==> config.mk <==
export PLATFORM = sky130hd
export DESIGN_NAME = dac_sample_sched
export DESIGN_NICKNAME = d
export VERILOG_FILES = /design/src/rtl/dac_sample_sched.sv
export SDC_FILE = /design/constraint.sdc
export NUM_CORES = 1
export LEC_CHECK = 0
export ABC_CLOCK_PERIOD_IN_PS = 7000
export CORE_ASPECT_RATIO = 1.75
export CORE_UTILIZATION = 50
export CTS_BUF_LIST = sky130_fd_sc_hd__clkbuf_16
export DETAILED_ROUTE_END_ITERATION = 6
export GPL_TIMING_DRIVEN = 0
export PLACE_DENSITY = 0.76
export SLEW_MARGIN = 20
export SYNTH_ARGS = -nofsm -noshare
export SYNTH_HDL_FRONTEND = slang
export SYNTH_SLANG_ARGS = --single-unit
==> constraint.sdc <==
create_clock -name CLK -period 7 [get_ports CLK]
set_input_delay 1.05 -clock CLK [delete_from_list [all_inputs] [get_ports CLK]]
set_output_delay 1.05 -clock CLK [all_outputs]
set_load 0.05 [all_outputs]
==> src/rtl/dac_sample_sched.sv <==
// Sample-rate scheduler: round-robin merge of two producers into a small FIFO,
// one sample per DIV-cycle period to the DAC, with click-free ramps on mute.
module dac_sample_sched #(
  parameter int MSBI  = 7,
  parameter int DIV   = 256,
  parameter int DEPTH = 4
) (
  input  logic          CLK,
  input  logic          RESET,
  input  logic          S0_VALID,
  input  logic [MSBI:0] S0_DATA,
  output logic          S0_READY,
  input  logic          S1_VALID,
  input  logic [MSBI:0] S1_DATA,
  output logic          S1_READY,
  input  logic          MUTE,
  output logic [MSBI:0] DAC_DATA,
  output logic          DAC_CEN,
  output logic          MUTED,
  output logic [7:0]    UNDERRUN
);

  localparam int AW = (DEPTH > 1) ? $clog2(DEPTH) : 1;
  localparam int FW = AW + 1;
  localparam int CW = (DIV > 1) ? $clog2(DIV) : 1;
  localparam logic [MSBI:0] MID = {1'b1, {MSBI{1'b0}}};

  typedef enum logic [1:0] {
    ST_RUN     = 2'd0,
    ST_RAMP_DN = 2'd1,
    ST_MUTED   = 2'd2,
    ST_RAMP_UP = 2'd3
  } state_t;

  logic [CW-1:0] tcnt_q, tcnt_d;
  logic          tick;
  state_t        state_q, state_d;
  logic [MSBI:0] dac_q, dac_d;
  logic          cen_q, cen_d;
  logic [7:0]    und_q, und_d;
  logic          rr_q, rr_d;

  logic [MSBI:0] mem_q [DEPTH];
  logic [AW-1:0] wr_q, wr_d;
  logic [AW-1:0] rd_q, rd_d;
  logic [FW-1:0] fcnt_q, fcnt_d;
  logic          full, empty;
  logic          push, pop;
  logic [MSBI:0] push_dat, head;

  function automatic logic [MSBI:0] step_toward(input logic [MSBI:0] cur,
                                                input logic [MSBI:0] tgt);
    return (cur < tgt) ? cur + 1'b1 : cur - 1'b1;
  endfunction

  assign tick   = (tcnt_q == CW'(DIV - 1));
  assign tcnt_d = tick ? '0 : tcnt_q + 1'b1;

  assign full  = (fcnt_q == FW'(DEPTH));
  assign empty = (fcnt_q == '0);
  assign head  = mem_q[rd_q];

  // Nothing is accepted while RESET is high: the FIFO would drop it anyway.
  assign S0_READY = !RESET && !full && S0_VALID && (!S1_VALID || !rr_q);
  assign S1_READY = !RESET && !full && S1_VALID && (!S0_VALID ||  rr_q);
  assign push     = S0_READY || S1_READY;
  assign push_dat = S0_READY ? S0_DATA : S1_DATA;
  assign rr_d     = (S0_VALID && S1_VALID && push) ? ~rr_q : rr_q;

  always_comb begin
    state_d = state_q;
    dac_d   = dac_q;
    cen_d   = 1'b0;
    und_d   = und_q;
    pop     = 1'b0;
    if (tick) begin
      case (state_q)
        ST_RUN: begin
          if (MUTE) begin
            state_d = ST_RAMP_DN;
          end else if (!empty) begin
            pop   = 1'b1;
            dac_d = head;
            cen_d = 1'b1;
          end else if (und_q != 8'hFF) begin
            und_d = und_q + 8'd1;
          end
        end
        ST_RAMP_DN: begin
          if (!MUTE) begin
            state_d = ST_RAMP_UP;
          end else if (dac_q == MID) begin
            state_d = ST_MUTED;
          end else begin
            dac_d = step_toward(dac_q, MID);
            cen_d = 1'b1;
          end
        end
        ST_MUTED: begin
          if (!MUTE) begin
            state_d = ST_RAMP_UP;
          end else if (!empty) begin
            pop = 1'b1;
          end
        end
        default: begin
          // Ramp toward the head without consuming it; RUN pops it next tick.
          if (MUTE) begin
            state_d = ST_RAMP_DN;
          end else if (empty || (dac_q == head)) begin
            state_d = ST_RUN;
          end else begin
            dac_d = step_toward(dac_q, head);
            cen_d = 1'b1;
          end
        end
      endcase
    end
  end

  always_comb begin
    wr_d   = push ? wr_q + 1'b1 : wr_q;
    rd_d   = pop  ? rd_q + 1'b1 : rd_q;
    fcnt_d = fcnt_q;
    case ({push, pop})
      2'b10:   fcnt_d = fcnt_q + FW'(1);
      2'b01:   fcnt_d = fcnt_q - FW'(1);
      default: fcnt_d = fcnt_q;
    endcase
  end

  always_ff @(posedge CLK) begin
    if (RESET) begin
      tcnt_q  <= '0;
      state_q <= ST_RUN;
      dac_q   <= MID;
      cen_q   <= 1'b0;
      und_q   <= 8'd0;
      rr_q    <= 1'b0;
      wr_q    <= '0;
      rd_q    <= '0;
      fcnt_q  <= '0;
    end else begin
      tcnt_q  <= tcnt_d;
      state_q <= state_d;
      dac_q   <= dac_d;
      cen_q   <= cen_d;
      und_q   <= und_d;
      rr_q    <= rr_d;
      wr_q    <= wr_d;
      rd_q    <= rd_d;
      fcnt_q  <= fcnt_d;
    end
  end

  always_ff @(posedge CLK) begin
    if (push) begin
      mem_q[wr_q] <= push_dat;
    end
  end

  assign DAC_DATA = dac_q;
  assign DAC_CEN  = cen_q;
  assign MUTED    = (state_q == ST_MUTED);
  assign UNDERRUN = und_q;

endmodule
Word-level counts from Yosys, hierarchy flattened
Memories as Yosys holds them, arrays and structs flattened. A register that Yosys moved wholly into a read port is not among the register bits.
Index checks and enable logic that the tools add are counted.
Cells by class
  add/sub/neg operators: 8
  $lt $le $gt $ge: 2
  equal/unequal tests: 18
  mux-type cells: 32
  bitwise logic cells: 4
  reduce and logical (&&, ||, !) cells: 25
Operators by type and width (number)
  2-to-1 mux 8 bit: 9
  adder 8 x 1 -> 8 bit, second input constant: 3
  case mux 8 bit (3 select lines): 1
  equality test 8 bit, second input constant: 2
  2-to-1 mux 2 bit: 8
  != test 2 bit, second input constant: 6
  2-to-1 mux 1 bit: 10
  AND reduction 5 bit: 2
  equality test 8 bit: 1
  < comparator 8 bit: 1
  < comparator 8 bit, second input constant: 1
  != test 8 bit, second input constant: 1
  AND reduction 8 bit: 1
  subtractor 8 x 1 -> 8 bit, second input constant: 1
  logical AND 1 bit: 7
  case mux 2 bit (3 select lines): 1
  case mux 3 bit (2 select lines): 1
  zero test 1 bit: 5
  adder 2 x 1 -> 2 bit, second input constant: 2
  equality test 2 x 1 -> 1 bit, second input constant: 2
  equality test 2 bit, second input constant: 2
  logical OR 1 bit: 4
  NOT 1 bit: 4
  nonzero test 4 bit: 1
  12 further kinds: 13
Word-level totals
  register bits: 35
  bits in writable memories: 32
  input port bits: 21
  output and inout bits: 20
  memories: 1
Memory list
  mem_q: depth 4, bits a word 8, read ports 1, clocked after Yosys merged registers in 1, wr ports 1, line 43  | logic [MSBI:0] mem_q [DEPTH];

Longest topological paths before layout
Gate-level depths: netlist of run 1.
  depth after elaboration: 8
  gate-level depth with buffers: 11
  mapped depth without buffers: 11

Worst setup path after synthesis of run 1
OpenSTA, ideal clock, no wires.
  kind: input-to-output
  from: input RESET
  to: output S0_READY
  arrival: 1.891 ns
  setup slack: 4.059 ns
  stages on the path: 3
  buffers on the path: 0
  path through: a31oi_1 nand3_1 clkinv_1
Between the ends
  cells in the longest elaborated chain, start to end: 4
Ends and longest elaborated chain
  from (decl): line 9  | input logic RESET,
  zero test 1 bit: line 64  | assign S0_READY = !RESET && !full && S0_VALID && (!S1_VALID || !rr_q);
  logical AND 1 bit (3 in series): line 64
  to (decl): line 12  | output logic S0_READY,
No other way between the ends.

Worst setup path in the final report of run 1
Ends and elaborated chain as after synthesis.

==> impl_metrics.ini, run 1 <==
[worst_setup_path]
crit_path_end_kind = output pin
path_max_fanout = 9
crit_start = RESET
reg2reg_to = DAC_DATA[2]$_SDFFE_PP0P_
rr_worst_depth = 9
r2r_slack_ps = 3850
cp.required_ps = 5950
endpoint = S0_READY
crit_type = in -> out
critPathLaunchType = input pin
cp.arrival_ps = 3440

[synth]
synth_area_sq_um = 3660
syn_inst = 347
synth_enable_flop_cells = 32
ys_warn_count = 0
synth-seq-cells = 69
syn_area_per_cell_sq_um = 10.55
synth_cell_type_count = 52
async_flop_share_pct = 0
synth_ff_type = dfxtp_1
ys_seq_area_share_pct = 46.50
synthesis.nets = 391

[worst_hold_path]
hold_path_class = reg -> reg
holdPathStages = 1

[floorplanning]
die-area_sq_um = 7679
ios = 41
initial_core_util_pct = 52.61
die-width_um = 66.67
die_y_um = 115.2
row_count = 40
core-area_sq_um = 6957

[timing]
tns_ps = 0
tightestPinTransition_ps = 961.2
hold_violations = 0
setup_ws_ps = 2510
slew_viol_final = 0
fmax_mhz = 222.7
slew_headroom_pct = 35.08
rsz0062_at_grt = false
period_minus_slack_ps = 4490
finalSetupViolations = 0
fin_crit_sh_pct = 64.15
fin_worst_skew_ps = 5.076

[cells_and_area]
synthToLayoutAreaGrowth_pct = 21.54
seq_area_sq_um = 1702
multi_input_area_sq_um = 1802
layout-drive-gt1-share_pct = 11.17
nFillCells = 534
num_antenna_cells = 0
fin_nets = 442

[place]
port_buffers = 40
gp_routability_congestion = 0.8524
pre_cts_ws_ps = 2466
place_hpwl_um = 5368

[grt]
grt_max_degree = 12
grt.overflow.total = 0
grt_pass1_wl_um = 12650
grt_pass1_vias = 2784
grtUsageTotal_pct = 22.35
antenna_found_initial = 0

[power]
vdd_ir_drop_max_uv = 199.4
power_leakage_nw = 1.705
p_per_area_nw_per_um2 = 213.3
finalPower_mw = 0.9489

[clock_network]
ctsHoldBuffers = 0
cts_setup_buffers = 0
worst_skew_pair.late_latency_ps = 330
cts_tree = yes
numCtsBuffers = 9
htree_levels = 3
cts_buffer_depth = 2
cts-root-buf = clkbuf_16
ctsResizeCount = 0
clock_sinks = 69
path_clk_slew_ps = 50

[run_status]
outcome = completed

[route]
wl_per_cell_um = 15.29
drtIter0Drc = 217
routed_via_density = 5.554
drt_wl_total_um = 7444
route.detailed.drc = 0
vias = 2705
ant_nets = 0
firstDrtPassIters = 5

[flow_run]
cap_violations = 0
registers in the layout (all words and copies together) (netlist names), named ones only:
signal / count
DAC_CEN: 1
DAC_DATA: 8
UNDERRUN: 8
fcnt_q: 3
mem_q: 32
rd_q: 2
rr_q: 1
state_q: 2
tcnt_q: 8
wr_q: 2
per-stage QoR:
stage / std cells / area [sq um] / util, % / hold slack (ps)
detailed placement: 471 / 4165 / 59.87 / 458.0
floorplan: 347 / 3660 / - / 430.2
global route: 487 / 4448 / 63.94 / 508.5
CTS: 487 / 4448 / 63.94 / 470.4
global placement: 471 / 4165 / 59.87 / 440.9
finish: 487 / 4448 / 63.94 / 468.6
power breakdown:
group,leakage (nW),switching (mW),internal (mW)
combinational,0.973,0.0411,0.0328
sequential,0.593,0.00626,0.437
clock,0.139,0.162,0.270
total,1.70,0.210,0.739
cells by family (layout without fill, tap and decap cells):
group	after synthesis	count (layout)	synth area share (%)
simple gates	132	132	18.09
buf+inv	35	91	4.273
xor+xnor	28	28	6.701
flops	69	69	46.50
mux	16	16	7.111
fa+ha+maj	23	23	8.068
compound gates	44	44	9.265
synthesized netlist by cell type, types with 3 or more instances:
cell type	n	share of area, %
clkbuf_1	4	0.41
nor4_1	3	0.51
inv_1	20	2.1
a22oi_1	3	0.62
and2_1	5	0.85
a21oi_1	9	1.2
xnor2_1	8	1.9
xor2_1	20	4.8
a31oi_1	6	1.0
nand2_1	42	4.3
nand3_1	7	0.96
edfxtp_1	32	26
ha_1	22	7.5
buf_2	5	0.68
mux2i_1	8	2.2
nor3_1	5	0.68
mux4_2	8	4.9
o21ai_0	5	0.68
nand2b_1	6	1.0
nand4_1	9	1.5
nor2_1	37	3.8
dfxtp_1	37	20
and3_1	3	0.51
buf_4	5	1.0
o21bai_1	3	0.62
critical path: stages:
cell and delay (ps):
clkdlybuf4s50_1 520, a31oi_1 360, nand3_1 370, clkinv_1 290
clkdlybuf4s50_1 840
cells in the final DEF, fill, tap and decap left out, types with 9 or more instances in the layout:
| cell type | Yosys | layout |
|---|---|---|
| clkbuf_16 | 0 | 9 |
| ha_1 | 22 | 22 |
| nand2_1 | 42 | 42 |
| dfxtp_1 | 37 | 37 |
| xor2_1 | 20 | 20 |
| edfxtp_1 | 32 | 32 |
| nand4_1 | 9 | 9 |
| a21oi_1 | 9 | 9 |
| nor2_1 | 37 | 37 |
| clkdlybuf4s50_1 | 0 | 40 |
| inv_1 | 20 | 21 |
layer usage:
layer	up-vias	GRT usage (%)	share of wire, %
li1	1336	-	-
met1	1266	24.26	39
met2	77	38.32	53
met3	26	5.159	3.7
met4	0	13.62	4.0
met5	-	0	0
layout make-up:
cell class	instances	area share, %
Buffer	14	1.744
Inverter	21	1.772
Timing Repair Buffer	40	9.001
Sequential cell	69	38.26
Tap cell	84	2.363
Clock inverter	7	1.294
Multi-Input combinational cell	243	40.51
Clock buffer	9	5.063
worst min path at each step:
| stage | start | endpoint |
|---|---|---|
| finish | tcnt_q[0]$_SDFF_PP0_ | tcnt_q[0]$_SDFF_PP0_ |
| global route | tcnt_q[0]$_SDFF_PP0_ | tcnt_q[0]$_SDFF_PP0_ |
| CTS | tcnt_q[0]$_SDFF_PP0_ | tcnt_q[0]$_SDFF_PP0_ |
| detailed placement | tcnt_q[0]$_SDFF_PP0_ | tcnt_q[0]$_SDFF_PP0_ |
| global placement | tcnt_q[0]$_SDFF_PP0_ | tcnt_q[0]$_SDFF_PP0_ |
| floorplan | tcnt_q[0]$_SDFF_PP0_ | tcnt_q[0]$_SDFF_PP0_ |
Power figures use the tool's default switching activity.
==> run 2: changes to the inputs <==
- ABC_CLOCK_PERIOD_IN_PS: 7000 -> 3970
- PLACE_DENSITY: 0.76 -> 0.79
- clock period: 7 -> 3.97 ns (I/O delays scaled with it)
==> run 2 against run 1 <==
  * Critical path type unchanged
  * Wire length is 0.48% higher
  * Clock power is 57% higher
  * Flip-flop and latch count stayed put
  * Largest cell class unchanged
  * Register-to-register slack worse by 3000 ps
  * First-iteration DRC count is 9.7% higher
  * Design area is 0.65% lower
  * Clock skew is 3.5 ps higher
  * Critical endpoint unchanged
  * Critical path depth stayed put
==> impl_metrics.ini, run 2 (same netlist as run 1, synthesis figures left out) <==
[flow_run]
cap_violations = 0

[floorplanning]
ios = 41
initial_core_util_pct = 52.61
die_y_um = 115.2
die-width_um = 66.67
core-area_sq_um = 6957
row_count = 40
die-area_sq_um = 7679

[route]
wl_met1_um = 2813
ant_nets = 0
firstDrtPassIters = 4
routed_via_density = 5.505
drt_wl_total_um = 7480
wl_per_cell_um = 15.36
wl_met2_um = 4181
dr.max_layer_used = met4
wl_met3_um = 288
vias = 2681
drtIter0Drc = 238
route.detailed.drc = 0

[grt]
grt.overflow.total = 0
grt_pass1_vias = 2672
antenna_found_initial = 0
grtUsageTotal_pct = 22.37
grt_pass1_wl_um = 12570
grt_max_degree = 12

[timing]
fmax_mhz = 277.1
rsz0062_at_grt = false
tns_ps = 0
fin_worst_skew_ps = 8.527
slew_viol_final = 0
period_minus_slack_ps = 3608
hold_violations = 0
fin_crit_sh_pct = 90.89
slew_headroom_pct = 35.22
finalSetupViolations = 0
tightestPinTransition_ps = 959.1

[cells_and_area]
fin_nets = 442
post-route-util_pct = 63.53
largest_register = mem_q
synthToLayoutAreaGrowth_pct = 20.75
num_antenna_cells = 0
layout_common_cells = nand2_1 (42), clkdlybuf4s50_1 (40), dfxtp_1 (37), nor2_1 (37), edfxtp_1 (32)
largest_reg_flops = 32
layout-drive-gt1-share_pct = 10.92
final_common_cell = nand2_1
nFillCells = 559

[clock_network]
ctsResizeCount = 0
cts-root-buf = clkbuf_16
numCtsBuffers = 9
cts_buffer_depth = 2
worst_skew_pair.late_latency_ps = 330
htree_levels = 3
path_clk_slew_ps = 50
cts_setup_buffers = 0
clock_sinks = 69
ctsHoldBuffers = 0
cts_tree = yes

[worst_setup_path]
critical_path.max_stage_delay_ps = 840
cp.required_ps = 3370
critPathTopFamily = buffers and inverters
crit_path_end_kind = output pin
cp.arrival_ps = 3010
slowest_stage = clkdlybuf4s50_1
path_max_fanout = 9
crit_chain = clkdlybuf4s50_1 -> a31oi_1 -> nand3_1 -> clkinv_1 -> clkdlybuf4s50_1
cpMostUsedCell = clkdlybuf4s50_1
crit_type = in -> out
critPathLaunchType = input pin
path_buf_inv = 3

[place]
gp_routability_congestion = 0.8993
place_hpwl_um = 5446
port_buffers = 40

[power]
power_leakage_nw = 1.707
p_per_area_nw_per_um2 = 360.1
vdd_ir_drop_max_uv = 356.5
finalPower_mw = 1.591

[run_status]
outcome = completed

[worst_hold_path]
hold_path_class = reg -> reg
## run 2: cell count changes in the layout (fill, tap and decap cells not counted), sizes merged
| cell | change |
|---|---|
| clkinv | -1 |
| clkinvlp | -1 |
| inv | +3 |
| bufinv | -1 |
## run 2: final cells by class
type	count	area, sq um	share of cell area (%)
Buffer	14	77.57	1.755
Clock buffer	9	225.2	5.096
Clock inverter	7	28.78	0.6512
Inverter	21	78.83	1.784
Multi-Input combinational cell	243	1802	40.77
Sequential cell	69	1702	38.51
Tap cell	84	105.1	2.378
Timing Repair Buffer	40	400.4	9.060
## run 2: routing by layer
metal,track usage (%),up-vias
met5,0,-
met4,11.77,0
met3,5.754,21
met2,39.39,72
met1,23.76,1251
li1,-,1337
## run 2: final timing paths
kind / slack, ps / to / cells after the start / from
min: 460 / tcnt_q[0]$_SDFF_PP0_ / 1 / tcnt_q[0]$_SDFF_PP0_
max reg2reg: 860 / DAC_DATA[5]$_SDFFE_PP0P_ / 9 / flop
max: 360 / S0_READY / 5 / RESET
min reg2reg: 460 / tcnt_q[0]$_SDFF_PP0_ / 1 / tcnt_q[0]$_SDFF_PP0_
## run 2: where the power goes
part | switching (mW) | leakage, nW | internal (mW)
combinational | 0.0733 | 0.973 | 0.0580
clock | 0.271 | 0.142 | 0.408
sequential | 0.0106 | 0.593 | 0.771
total | 0.355 | 1.71 | 1.24
## run 2: stage by stage
step / instance area (sq um) / std cells / hold WS (ps) / worst slack (ps)
2_1_floorplan: 3660 / 347 / 430.2 / 1404
3_3_place_gp: 4165 / 471 / 442.8 / 378.3
3_5_place_dp: 4165 / 471 / 461.6 / 345.2
4_1_cts: 4419 / 487 / 473.5 / 337.9
5_1_grt: 4419 / 487 / 503.9 / 170.9
6_report: 4419 / 487 / 464.0 / 361.6
